### config.mk
export PLATFORM = sky130hd
export DESIGN_NAME = seq_divider_16x8_flat
export DESIGN_NICKNAME = d
export VERILOG_FILES = /design/src/rtl/div_pkg.sv /design/src/rtl/seq_divider_16x8_if.sv /design/src/rtl/sub_ripple9.sv /design/src/rtl/seq_divider_16x8.sv /design/src/flat_wrapper.sv
export SDC_FILE = /design/constraint.sdc
export NUM_CORES = 1
export LEC_CHECK = 0
export ABC_AREA = 1
export CAP_MARGIN = 20
export CORE_MARGIN = 2
export CORE_UTILIZATION = 50
export DETAILED_ROUTE_END_ITERATION = 8
export PLACE_DENSITY = 0.72
export SETUP_SLACK_MARGIN = 0.1
export SLEW_MARGIN = 20
export SYNTH_ARGS = -nofsm -noshare
export SYNTH_HDL_FRONTEND = slang
export SYNTH_HIERARCHICAL = 1
export SYNTH_SLANG_ARGS = --single-unit
### constraint.sdc
create_clock -name clk -period 4.6 [get_ports clk]
set_input_delay 0.46 -clock clk [delete_from_list [all_inputs] [get_ports clk]]
set_output_delay 0.46 -clock clk [all_outputs]
set_load 0.05 [all_outputs]
### src/rtl/div_pkg.sv
// Shared constants and state encoding for the sequential restoring divider.
package div_pkg;

  localparam int unsigned DVD_W = 16;
  localparam int unsigned DVS_W = 8;
  localparam int unsigned CNT_W = 4;

  localparam logic [DVD_W-1:0] DBZ_QUOT = 16'hFFFF;

  typedef enum logic [1:0] {
    StIdle = 2'd0,
    StRun  = 2'd1,
    StDone = 2'd2
  } state_e;

endpackage

### src/rtl/seq_divider_16x8_if.sv
// Start/busy/done handshake and operand/result bus for seq_divider_16x8.
interface seq_divider_16x8_if;

  logic                        start;
  logic [div_pkg::DVD_W-1:0]   dividend;
  logic [div_pkg::DVS_W-1:0]   divisor;
  logic                        busy;
  logic                        done;
  logic [div_pkg::DVD_W-1:0]   quotient;
  logic [div_pkg::DVS_W-1:0]   remainder;
  logic                        dbz;

  modport master (
    output start, dividend, divisor,
    input  busy, done, quotient, remainder, dbz
  );

  modport slave (
    input  start, dividend, divisor,
    output busy, done, quotient, remainder, dbz
  );

endinterface

### src/rtl/sub_ripple9.sv
// 9-bit ripple-borrow subtractor (diff = a - b) built from 1-bit full-subtractor cells.
module sub_ripple9 (
  input  logic [8:0] a,
  input  logic [8:0] b,
  output logic [8:0] diff,
  output logic       borrow_out
);

  logic [9:0] bw;

  assign bw[0] = 1'b0;

  for (genvar i = 0; i < 9; i++) begin : g_cell
    assign diff[i]  = a[i] ^ b[i] ^ bw[i];
    assign bw[i+1]  = (~a[i] & b[i]) | (~(a[i] ^ b[i]) & bw[i]);
  end

  assign borrow_out = bw[9];

endmodule

### src/rtl/seq_divider_16x8.sv
// Sequential restoring divider, 16-bit dividend / 8-bit divisor, one quotient bit per clock.
module seq_divider_16x8
  import div_pkg::*;
(
  input  logic                clk,
  input  logic                rst,
  seq_divider_16x8_if.slave   bus
);

  state_e             state_q, state_d;
  logic [CNT_W-1:0]   cnt_q, cnt_d;
  logic [DVD_W-1:0]   shreg_q, shreg_d;
  logic [DVS_W-1:0]   rem_q, rem_d;
  logic [DVS_W-1:0]   dvs_q, dvs_d;
  logic [DVD_W-1:0]   quotient_q, quotient_d;
  logic [DVS_W-1:0]   remainder_q, remainder_d;
  logic               dbz_q, dbz_d;

  logic [DVS_W:0]     partial, diff;
  logic               borrow;
  logic [DVS_W-1:0]   rem_next;
  logic [DVD_W-1:0]   shreg_next;
  logic               unused_diff_msb;

  // Shift register carries the remaining dividend bits out of the MSB and quotient bits in at the LSB.
  assign partial = {rem_q, shreg_q[DVD_W-1]};

  sub_ripple9 u_sub (
    .a          (partial),
    .b          ({1'b0, dvs_q}),
    .diff       (diff),
    .borrow_out (borrow)
  );

  // rem < divisor keeps a non-borrowing difference below 256, so bit 8 is always zero.
  assign unused_diff_msb = diff[DVS_W];
  assign rem_next        = borrow ? partial[DVS_W-1:0] : diff[DVS_W-1:0];
  assign shreg_next      = {shreg_q[DVD_W-2:0], ~borrow};

  always_comb begin
    state_d     = state_q;
    cnt_d       = cnt_q;
    shreg_d     = shreg_q;
    rem_d       = rem_q;
    dvs_d       = dvs_q;
    quotient_d  = quotient_q;
    remainder_d = remainder_q;
    dbz_d       = dbz_q;

    unique case (state_q)
      StIdle: begin
        if (bus.start) begin
          if (bus.divisor != '0) begin
            state_d = StRun;
            shreg_d = bus.dividend;
            dvs_d   = bus.divisor;
            rem_d   = '0;
            cnt_d   = '0;
            dbz_d   = 1'b0;
          end else begin
            state_d     = StDone;
            quotient_d  = DBZ_QUOT;
            remainder_d = bus.dividend[DVS_W-1:0];
            dbz_d       = 1'b1;
          end
        end
      end
      StRun: begin
        shreg_d = shreg_next;
        rem_d   = rem_next;
        cnt_d   = cnt_q + 1'b1;
        if (cnt_q == CNT_W'(DVD_W - 1)) begin
          state_d     = StDone;
          quotient_d  = shreg_next;
          remainder_d = rem_next;
        end
      end
      StDone: begin
        state_d = StIdle;
      end
      default: begin
        state_d = StIdle;
      end
    endcase
  end

  always_ff @(posedge clk or posedge rst) begin
    if (rst) begin
      state_q     <= StIdle;
      cnt_q       <= '0;
      shreg_q     <= '0;
      rem_q       <= '0;
      dvs_q       <= '0;
      quotient_q  <= '0;
      remainder_q <= '0;
      dbz_q       <= 1'b0;
    end else begin
      state_q     <= state_d;
      cnt_q       <= cnt_d;
      shreg_q     <= shreg_d;
      rem_q       <= rem_d;
      dvs_q       <= dvs_d;
      quotient_q  <= quotient_d;
      remainder_q <= remainder_d;
      dbz_q       <= dbz_d;
    end
  end

  assign bus.busy      = (state_q != StIdle);
  assign bus.done      = (state_q == StDone);
  assign bus.quotient  = quotient_q;
  assign bus.remainder = remainder_q;
  assign bus.dbz       = dbz_q;

endmodule
### src/flat_wrapper.sv
// flat-port wrapper written by rule: the top's interface ports become plain ports
module seq_divider_16x8_flat import div_pkg::*;
  (clk, rst, bus_start, bus_dividend, bus_divisor, bus_busy, bus_done, bus_quotient, bus_remainder, bus_dbz);
  seq_divider_16x8_if bus_i ();
  input  logic clk;
  input  logic rst;
  input wire logic [$bits(bus_i.start)-1:0] bus_start;
  input wire logic [$bits(bus_i.dividend)-1:0] bus_dividend;
  input wire logic [$bits(bus_i.divisor)-1:0] bus_divisor;
  output wire logic [$bits(bus_i.busy)-1:0] bus_busy;
  output wire logic [$bits(bus_i.done)-1:0] bus_done;
  output wire logic [$bits(bus_i.quotient)-1:0] bus_quotient;
  output wire logic [$bits(bus_i.remainder)-1:0] bus_remainder;
  output wire logic [$bits(bus_i.dbz)-1:0] bus_dbz;
  assign bus_i.start = bus_start;
  assign bus_i.dividend = bus_dividend;
  assign bus_i.divisor = bus_divisor;
  assign bus_busy = bus_i.busy;
  assign bus_done = bus_i.done;
  assign bus_quotient = bus_i.quotient;
  assign bus_remainder = bus_i.remainder;
  assign bus_dbz = bus_i.dbz;
  seq_divider_16x8 u_core (.clk(clk), .rst(rst), .bus(bus_i));
endmodule
==> results.sh <==
export IMPL_outcome="finished, final reports clean"
export IMPL_crit_path_max_incr_delay_ns=0.40
export IMPL_skew_ns=0.00831
export IMPL_cts_resized=0
export IMPL_wirelength_um=7230
export IMPL_whs_ns=0.469
export IMPL_vias=2772
export IMPL_synthToLayoutAreaGrowth_pct=22.2
export IMPL_wl_per_cell_um=13.1
export IMPL_rrSetupSlack_ns=0.44
export IMPL_dieArea_mm2=0.00716
export IMPL_path_common_cell="fa_1"
export IMPL_cts_made_buffers=9
export IMPL_syn_num_nets=458
export IMPL_htree_levels=3
export IMPL_ys_warn_count=6
export IMPL_grt_usage_pct=22.1
export IMPL_hold_buffers=0
export IMPL_io_pin_count=54
export IMPL_cts_sinks=63
export IMPL_core_mm2=0.00631
export IMPL_postSynthAreaPerCell_um2=7.72
export IMPL_postSynthCellCount=421
export IMPL_row_count=29
export IMPL_dr_pass1_iters=5
export IMPL_setup_tns_ns=0
export IMPL_critPathKind="reg2reg"
export IMPL_start_util_pct=51.5
export IMPL_critPathBufInv=6
export IMPL_yosysUniqueCellTypes=26
export IMPL_nFillCells=579
export IMPL_crit_arrival_ns=4.43
export IMPL_layout_common_cells="207 x nand2_1, 63 x dfrtp_1, 53 x clkdlybuf4s50_1"
export IMPL_hold_class="reg2reg"
export IMPL_io_buffers=53
export IMPL_grt_max_degree=64
export IMPL_seqCellArea_mm2=0.00158
export IMPL_clk_latency_ns=0.34
export IMPL_multi_input_area_mm2=0.00144
export IMPL_grt_pass1_vias=2637
export IMPL_maxSlewHeadroom_pct=47.0
export IMPL_finalCriticalPeriod_ns=4.16
export IMPL_reg2reg_depth=21
export IMPL_drive_gt1_share_pct=7.98
export IMPL_slew_violations=0
export IMPL_r2r_end="u_core/bus.remainder[2]"
export IMPL_viasPerCell=5.01
export IMPL_worstHoldStart="u_core/bus.remainder[4]"
export IMPL_setup_violations=0
export IMPL_final_common_cell="nand2_1"
export IMPL_dieWidth_um=84.6
export IMPL_p_leak_nw=2.13
export IMPL_finalHoldViolCount=0
export IMPL_start_kind="register"
export IMPL_gp_congestion=0.864
export IMPL_clkTransAtPathRegs_ns=0.06
export IMPL_worstPathCellList="inv_1 > ha_1 > inv_1 > fa_1 > inv_1 > fa_1 > fa_1 > fa_1 > fa_1 > fa_1 > fa_1 > inv_1 > fa_1 > inv_2 > inv_2 > nand2_1 > nand2_1 > nand2_1 > nand2_1 > nand3_1 > nand2_1"
export IMPL_first_iter_violations=166
export IMPL_overflow=0
export IMPL_synthesis_area_mm2=0.00325
export IMPL_timing_rr_start="u_core/shreg_q[15]"
export IMPL_yosysSeqAreaShare_pct=48.5
export IMPL_cp_data_required_time_ns=4.87
export IMPL_path_max_fanout=11
export IMPL_ys_seq_elements=63
export IMPL_crit_path_end_kind="register"
export IMPL_crit_slowest_cell="fa_1"
export IMPL_post_cts_buffers=0
export IMPL_fmaxAchievable_ghz=0.240
export IMPL_die_height_um=84.6
export IMPL_cp_top_family="adder cells"
export IMPL_tightest_slew_ns=0.795
export IMPL_rsz0062_at_grt="no"
export IMPL_grt_pass1_wl_um=12500
export IMPL_clock_path_buffers=2
export IMPL_num_nets_final=508
export IMPL_cts_tree="yes"
export IMPL_drc=0
export IMPL_min_period_over_period_pct=90.4
export IMPL_power_density_mw_per_mm2=806
export IMPL_clockRootBuffer="clkbuf_8"
export IMPL_maxCapViolations=0
export IMPL_antenna_found_initial=0
export IMPL_min_to="u_core/bus.remainder[4]"
export IMPL_n_antenna_cell=0
export IMPL_post_dp_hpwl_um=4790
export IMPL_holdPathStages=2
export IMPL_vdd_drop_max_mv=0.453
export IMPL_antenna_left=0
state kept, by name, indices dropped and copies added, names as in the netlist:
register              flops
u_core/shreg_q           16
u_core/bus.dbz            1
u_core/bus.remainder      8
u_core/bus.quotient      16
u_core/rem_q              8
u_core/dvs_q              8
u_core/state_q            2
u_core/cnt_q              4
final cells by class:
class / instances / share of cell area, %
Tap cell: 77 / 2.42
Multi-Input combinational cell: 305 / 36.3
Sequential cell: 63 / 39.7
Clock inverter: 4 / 0.504
Clock buffer: 12 / 3.90
Timing Repair Buffer: 55 / 13.7
Inverter: 37 / 3.49
per-layer routing:
metal / GRT usage, % / up-vias / routed length, um
li1: - / 1387 / -
met1: 30.9 / 1304 / 3390
met2: 34.4 / 72 / 3400
met3: 4.23 / 9 / 335
met4: 8.23 / 0 / 104
met5: 0 / - / 0
logic make-up (layout without fill, tap and decap cells):
| family | Yosys count | in the layout | share of synthesized area (%) |
|---|---|---|---|
| buffers and inverters | 53 | 108 | 7.16 |
| DFF | 63 | 63 | 48.5 |
| other | 1 | 1 | 0.115 |
| and+or+nand+nor | 280 | 280 | 35.9 |
| AOI/OAI and AO/OA | 14 | 14 | 2.69 |
| adders and majority gates | 10 | 10 | 5.69 |
report_power, final:
part           internal [mW]  switching [mW]  leakage, nW
Clock                  0.221           0.208       0.0959
Combinational          0.584            1.22         1.25
Sequential             0.812           0.161        0.787
worst reg2reg max path, delay by kind of cell, from the launching register on:
family                     cells  cell delay, ns
adders and majority gates      9            2.79
buffers and inverters          6            0.46
DFF                            1            0.37
and+or+nand+nor                6            0.46
cells in the mapped netlist (all sizes together):
library cell,number,area (um^2)
a21oi,2,21.3
buf,12,78.8
clkbuf,4,15.0
clkinv,1,3.75
conb,1,3.75
dfrtp,63,1580
fa,8,160
ha,2,25.0
inv,36,135
nand2,212,813
nand3,50,250
nor2,9,46.3
o21a,1,7.51
o21ai,11,58.8
or2,9,56.3
stage by stage:
stage / instances / setup slack, ns / util (%) / power (mW) / area, um^2
3_3_place_gp: 537 / 0.400 / 60.2 / 2.74 / 3800
4_1_cts: 553 / 0.304 / 63.0 / 3.22 / 3980
2_1_floorplan: 421 / 0.664 / - / 2.31 / 3250
3_5_place_dp: 537 / 0.327 / 60.2 / 2.78 / 3800
6_report: 553 / 0.442 / 63.0 / 3.20 / 3980
5_1_grt: 553 / 0.161 / 63.0 / 3.48 / 3980
worst max-delay path by stage:
stage               cells past startpoint                 endpoint  slack [ns]               start
finish                                 21  u_core/bus.remainder[2]        0.44  u_core/shreg_q[15]
global route                           21  u_core/bus.remainder[7]        0.16  u_core/shreg_q[15]
CTS                                    21  u_core/bus.remainder[2]        0.30  u_core/shreg_q[15]
detailed placement                     21  u_core/bus.remainder[7]        0.33  u_core/shreg_q[15]
global placement                       21  u_core/bus.remainder[7]        0.40  u_core/shreg_q[15]
floorplan                              21  u_core/bus.remainder[7]        0.66  u_core/shreg_q[15]
(Power assumes the default switching activity.)
